<file path="config.mk">
export PLATFORM = sky130hd
export DESIGN_NAME = piezo_rx_detector
export DESIGN_NICKNAME = d
export VERILOG_FILES = /design/src/rtl/ptp_us_pkg.sv /design/src/rtl/piezo_sync_edge.sv /design/src/rtl/piezo_rx_detector.sv
export SDC_FILE = /design/constraint.sdc
export NUM_CORES = 1
export LEC_CHECK = 0
export CORE_MARGIN = 1.5
export CORE_UTILIZATION = 30
export CTS_BUF_LIST = sky130_fd_sc_hd__clkbuf_4
export CTS_CLUSTER_SIZE = 8
export DETAILED_ROUTE_END_ITERATION = 6
export SLEW_MARGIN = 40
export SYNTH_ARGS = -nofsm -noshare
export SYNTH_HDL_FRONTEND = slang
export SYNTH_SLANG_ARGS = --single-unit
</file>
<file path="constraint.sdc">
create_clock -name clock -period 4.5 [get_ports clock]
set_clock_uncertainty 0.1 [all_clocks]
set_input_delay 0.9 -clock clock [delete_from_list [all_inputs] [get_ports clock]]
set_output_delay 0.9 -clock clock [all_outputs]
set_load 0.005 [all_outputs]
</file>
<file path="src/rtl/ptp_us_pkg.sv">
// Shared ultrasonic PTP definitions: receiver state encoding and timing defaults
// used by the piezo receive front-end and the PTP master/slave engines.
package ptp_us_pkg;

  typedef enum logic [1:0] {
    RX_IDLE    = 2'd0,
    RX_QUALIFY = 2'd1,
    RX_HOLDOFF = 2'd2,
    RX_BLANK   = 2'd3
  } rx_state_t;

  localparam int DEF_SYNC_STAGES    = 2;
  localparam int DEF_MIN_EDGES      = 4;
  localparam int DEF_EDGE_WINDOW    = 2000;
  localparam int DEF_HOLDOFF_CYCLES = 10000;
  localparam int DEF_BLANK_CYCLES   = 8000;
  localparam int DEF_CNT_W          = 16;

  // Counter width for a count of n, never narrower than one bit.
  function automatic int cntWidth(input int n);
    return (n > 1) ? $clog2(n) : 1;
  endfunction

endpackage

</file>
<file path="src/rtl/piezo_sync_edge.sv">
// Multi-flop synchroniser for the asynchronous piezo comparator plus a
// rising-edge detector on the synchronised level.
module piezo_sync_edge
  import ptp_us_pkg::*;
#(
  parameter int SYNC_STAGES = DEF_SYNC_STAGES
) (
  input  logic clock,
  input  logic reset,
  input  logic piezo_i,
  output logic sync_o,
  output logic rise_o
);

  logic [SYNC_STAGES-1:0] sync_q;
  logic                   prev_q;

  always_ff @(posedge clock or posedge reset) begin
    if (reset) begin
      sync_q <= '0;
      prev_q <= 1'b0;
    end else begin
      sync_q <= {sync_q[SYNC_STAGES-2:0], piezo_i};
      prev_q <= sync_q[SYNC_STAGES-1];
    end
  end

  assign sync_o = sync_q[SYNC_STAGES-1];
  assign rise_o = sync_q[SYNC_STAGES-1] & ~prev_q;

endmodule

</file>
<file path="src/rtl/piezo_rx_detector.sv">
// Ultrasonic burst qualifier: counts closely spaced comparator edges, blanks
// around own transmissions, suppresses ring-down and emits one arrival strobe.
module piezo_rx_detector
  import ptp_us_pkg::*;
#(
  parameter int SYNC_STAGES    = DEF_SYNC_STAGES,
  parameter int MIN_EDGES      = DEF_MIN_EDGES,
  parameter int EDGE_WINDOW    = DEF_EDGE_WINDOW,
  parameter int HOLDOFF_CYCLES = DEF_HOLDOFF_CYCLES,
  parameter int BLANK_CYCLES   = DEF_BLANK_CYCLES,
  parameter int CNT_W          = DEF_CNT_W
) (
  input  logic             clock,
  input  logic             reset,
  input  logic             enable,
  input  logic             piezo_in,
  input  logic             tx_active,
  input  logic             clear_stats,
  output logic             detect_pulse,
  output logic             busy,
  output logic [1:0]       state_dbg,
  output logic [CNT_W-1:0] burst_count,
  output logic [CNT_W-1:0] reject_count
);

  localparam int EDGE_W  = cntWidth(MIN_EDGES);
  localparam int GAP_W   = cntWidth(EDGE_WINDOW);
  localparam int HOLD_W  = cntWidth(HOLDOFF_CYCLES);
  localparam int BLANK_W = cntWidth(BLANK_CYCLES);

  rx_state_t          state_q, state_d;
  logic [EDGE_W-1:0]  edge_q, edge_d;
  logic [GAP_W-1:0]   gap_q, gap_d;
  logic [HOLD_W-1:0]  hold_q, hold_d;
  logic [BLANK_W-1:0] blank_q, blank_d;
  logic               detect_q, detect_d;
  logic [CNT_W-1:0]   burst_q, burst_d;
  logic [CNT_W-1:0]   reject_q, reject_d;
  logic               syncLevel, syncRise, rise;
  logic               burstInc, rejectInc;

  piezo_sync_edge #(
    .SYNC_STAGES(SYNC_STAGES)
  ) u_sync (
    .clock  (clock),
    .reset  (reset),
    .piezo_i(piezo_in),
    .sync_o (syncLevel),
    .rise_o (syncRise)
  );

  assign rise = syncRise & syncLevel;

  always_ff @(posedge clock or posedge reset) begin
    if (reset) begin
      state_q  <= RX_IDLE;
      edge_q   <= '0;
      gap_q    <= '0;
      hold_q   <= '0;
      blank_q  <= '0;
      detect_q <= 1'b0;
      burst_q  <= '0;
      reject_q <= '0;
    end else begin
      state_q  <= state_d;
      edge_q   <= edge_d;
      gap_q    <= gap_d;
      hold_q   <= hold_d;
      blank_q  <= blank_d;
      detect_q <= detect_d;
      burst_q  <= burst_d;
      reject_q <= reject_d;
    end
  end

  // Own transmission overrides everything, then enable, then normal sequencing.
  always_comb begin
    state_d   = state_q;
    edge_d    = edge_q;
    gap_d     = gap_q;
    hold_d    = hold_q;
    blank_d   = blank_q;
    detect_d  = 1'b0;
    burstInc  = 1'b0;
    rejectInc = 1'b0;
    if (tx_active) begin
      state_d = RX_BLANK;
      edge_d  = '0;
      gap_d   = '0;
      hold_d  = '0;
      blank_d = '0;
    end else if (!enable) begin
      state_d = RX_IDLE;
      edge_d  = '0;
      gap_d   = '0;
      hold_d  = '0;
      blank_d = '0;
    end else begin
      case (state_q)
        RX_IDLE: begin
          if (rise) begin
            if (MIN_EDGES == 1) begin
              detect_d = 1'b1;
              burstInc = 1'b1;
              state_d  = RX_HOLDOFF;
              hold_d   = '0;
            end else begin
              state_d = RX_QUALIFY;
              edge_d  = EDGE_W'(1);
              gap_d   = '0;
            end
          end
        end
        RX_QUALIFY: begin
          if (rise) begin
            gap_d = '0;
            if (edge_q == EDGE_W'(MIN_EDGES - 1)) begin
              detect_d = 1'b1;
              burstInc = 1'b1;
              state_d  = RX_HOLDOFF;
              hold_d   = '0;
              edge_d   = '0;
            end else begin
              edge_d = edge_q + EDGE_W'(1);
            end
          end else if (gap_q == GAP_W'(EDGE_WINDOW - 1)) begin
            rejectInc = 1'b1;
            state_d   = RX_IDLE;
            edge_d    = '0;
            gap_d     = '0;
          end else begin
            gap_d = gap_q + GAP_W'(1);
          end
        end
        RX_HOLDOFF: begin
          if (hold_q == HOLD_W'(HOLDOFF_CYCLES - 1)) begin
            state_d = RX_IDLE;
            hold_d  = '0;
          end else begin
            hold_d = hold_q + HOLD_W'(1);
          end
        end
        RX_BLANK: begin
          if (blank_q == BLANK_W'(BLANK_CYCLES - 1)) begin
            state_d = RX_IDLE;
            blank_d = '0;
          end else begin
            blank_d = blank_q + BLANK_W'(1);
          end
        end
        default: state_d = RX_IDLE;
      endcase
    end
  end

  // A clear in the same cycle as an increment leaves the counter at zero.
  always_comb begin
    burst_d  = burst_q;
    reject_d = reject_q;
    if (burstInc) begin
      burst_d = burst_q + CNT_W'(1);
    end
    if (rejectInc) begin
      reject_d = reject_q + CNT_W'(1);
    end
    if (clear_stats) begin
      burst_d  = '0;
      reject_d = '0;
    end
  end

  assign detect_pulse = detect_q;
  assign busy         = (state_q != RX_IDLE);
  assign state_dbg    = state_q;
  assign burst_count  = burst_q;
  assign reject_count = reject_q;

endmodule

</file>
==> reports/results.txt <==
status = completed
max-slew violations = 0
register area share after synthesis = 47.53%
clk root buf = clkbuf_4
vias in the first global route = 3,311
Post-CTS Resized = 0
cell mode on critical path = nand2_1
number of cells on the worst hold path = 0
Finish-stage setup viols = 0
Final Cycle Share = 66.19%
synthesized flop and latch total = 78
crit path max-delay cell type = or4_4
synth warn = 0
total wire length = 9.453 mm
Iteration-0 DRC Markers = 223
Inserted Clock Buffers = 9
clock latency on the worst-skew pair = 0.46 ns
Combinational Power Share = 11.9%
area of the core = 0.01330 mm^2
leading area contributor after synthesis = dfrtp_1
post-route ant nets = 0
I/O pin count = 42
GRT Resource Usage Total = 14.28%
Initial Utilization = 30.89%
CP cell instances = clkdlybuf4s50_1 > and3b_1 > nand2_1 > or4_4 > or4_1 > nand2_1
Die Height = 120.0 um
Clock Tree Buf Depth = 2
H-tree depth = 3
max cap viols = 0
clock power share = 31.8%
Area growth syn-to-layout = 18.59%
total power = 1.280 mW
synth top area cells = dfrtp_1 (48%), nor2_1 (4.8%), nand2_1 (4.7%)
post-synthesis cell type count = 43
proportion of layout cells with a drive suffix above 1 = 6.855%
Hold Fails Final Rpt = 0
Pleak = 2.015 nW
Setup CP Type = in2reg
clock sink count = 78
Slew HR = 45.11%
CTS tree = done
CP Capture Type = flop
largest net degree at the start of global routing = 38
Psw = 0.3952 mW
initial antenna violation count = 1
ys async rst share = 100.0%
mean number of vias per cell = 5.141
Worst Max-Slew Pin Slew = 0.8158 ns
fillers = 1,352
Final Hold Slack = 0.2834 ns
FF+latch area = 0.001952 mm^2
Die Span X = 120.0 um
routed vias = 3,460
Post-Syn Area = 0.004106 mm^2
Post-synth EDFFs = 0
setup TNS = 0 ns
Req. time, crit path = 4.81 ns
sw frac = 30.87%
HPWL Detailed = 6.668 mm
Power Dens Cells = 262.9 mW/mm^2
Placer Congestion = 0.8030
Clk pin slew, worst setup/hold paths = 0.14 ns
Worst Hold Class = reg2reg
Pint = 0.8852 mW
# rows = 42
CP Launch Type = primary input
Syn Nets = 460
Peak Freq = 335.7 MHz
Multi-input gate area = 0.002091 mm^2
Post-Layout Cell Count = 673
R2R cell count = 7
most instantiated cells after synthesis = dfrtp_1 (78), nor2_1 (52), nand2_1 (51)
CP peak stage delay = 0.62 ns
drt drc = 0
# nets final = 508
peak supply drop = 0.1721 mV
1st-pass router iterations = 4
dpl cells = 656
grt ovf = 0
RSZ-0062 raised after global routing = false
share of total power in sequential cells = 56.3%
area share of the largest cell type after synthesis = 47.53%
min Tclk post-route = 2.978 ns
most common cell in the netlist = dfrtp_1
Post-synth top flop = dfrtp_1
Worst Path Arrival = 3.28 ns
Mapped Cells = 443
Critical Path Fanout Max = 8
first-pass GRT wire length = 16.37 mm
Die ar. = 0.01440 mm^2
Post-Syn Area per Cell = 9.270 um^2
Post-CTS Setup Inserts = 0
WL/cell = 14.05 um
PortBufs = 41
hold_buf cts = 0
[cell usage in the layout (no fill, tap or decap), drive strengths merged, types with 6 or more instances in the layout]
cell / Yosys / layout
o21ai: 28 / 28
dfrtp: 78 / 78
or3: 9 / 9
and3: 14 / 14
nand3: 27 / 27
nor2b: 8 / 8
nand4: 13 / 13
xor2: 18 / 18
ha: 11 / 11
xnor2: 18 / 18
clkbuf: 9 / 9
a21oi: 15 / 15
nor3: 17 / 17
nand2b: 7 / 7
clkdlybuf4s50: 0 / 41
inv: 8 / 10
nand2: 51 / 51
or4: 6 / 6
nor2: 52 / 52
nor4: 9 / 9
[power groups by stage]
stage	clock [mW]	sequential (mW)	combinational [mW]
after floorplan	0	0.731	0.101
after global placement	0	0.734	0.149
after detailed placement	0	0.735	0.152
after CTS	0.429	0.721	0.153
after global routing	0.456	0.723	0.172
final	0.407	0.721	0.152
[final cells by class]
cell class / count / share of cell area [%]
diodes: 1 / 0.05139
clock buffers: 9 / 1.387
clock inverters: 7 / 1.182
inverters: 8 / 0.6423
multi-input cells: 348 / 42.93
flip-flops and latches: 78 / 40.08
well taps: 176 / 4.522
repair buffers: 46 / 9.198
[flip-flops by register name, summed over array words and instances, names as in the netlist]
| register | flops |
|---|---|
| detect_pulse | 1 |
| gap_q | 11 |
| burst_count | 16 |
| u_sync.prev_q | 1 |
| reject_count | 16 |
| edge_q | 2 |
| hold_q | 14 |
| state_dbg | 2 |
| blank_q | 13 |
| u_sync.sync_q | 2 |
[worst paths after layout]
check / start / end / slack [ns]
max in group asynchronous: reset / blank_q[0]$_DFFE_PP0P_ / 2.81
min reg2reg: u_sync.sync_q[0]$_DFF_PP0_ / u_sync.sync_q[1]$_DFF_PP0_ / 0.28
min in group asynchronous: reset / burst_count[15]$_DFFE_PP0P_ / 0.72
max: enable / reject_count[15]$_DFFE_PP0P_ / 1.52
max reg2reg: state_dbg[1]$_DFFE_PP0P_ / reject_count[15]$_DFFE_PP0P_ / 1.57
min: u_sync.sync_q[0]$_DFF_PP0_ / u_sync.sync_q[1]$_DFF_PP0_ / 0.28
[per-stage QoR]
step | setup WS (ns) | utilization (%) | area, um^2
2_1_floorplan | 1.505 | - | 4106
3_3_place_gp | 1.119 | 35.66 | 4741
3_5_place_dp | 1.065 | 35.66 | 4741
4_1_cts | 1.551 | 36.60 | 4866
5_1_grt | 1.390 | 36.63 | 4870
6_report | 1.522 | 36.63 | 4870
[kinds of logic (layout without fill, tap and decap cells)]
group	count (synthesis)	count (layout)	synth area share (%)
fa+ha+maj	11	11	3.352
buf+inv	17	70	1.554
flops	78	78	47.53
other cells	0	1	0
xor+xnor	36	36	7.678
compound gates	65	65	9.476
simple gates	228	228	28.37
mux	8	8	2.041
[per-layer routing]
layer | routed length [um] | part of all wire [%] | GRT usage [%]
met1 | 4693 | 50 | 19.99
met2 | 4190 | 44 | 21.29
met3 | 416 | 4.4 | 3.184
met4 | 153 | 1.6 | 5.804
met5 | 0 | 0 | 0
[worst max-delay path: cells and delay by family]
family	cells	cell delay (ns)
buffers and inverters	1	0.56
and+or+nand+nor	5	1.82
Power figures use the tool's default switching activity.
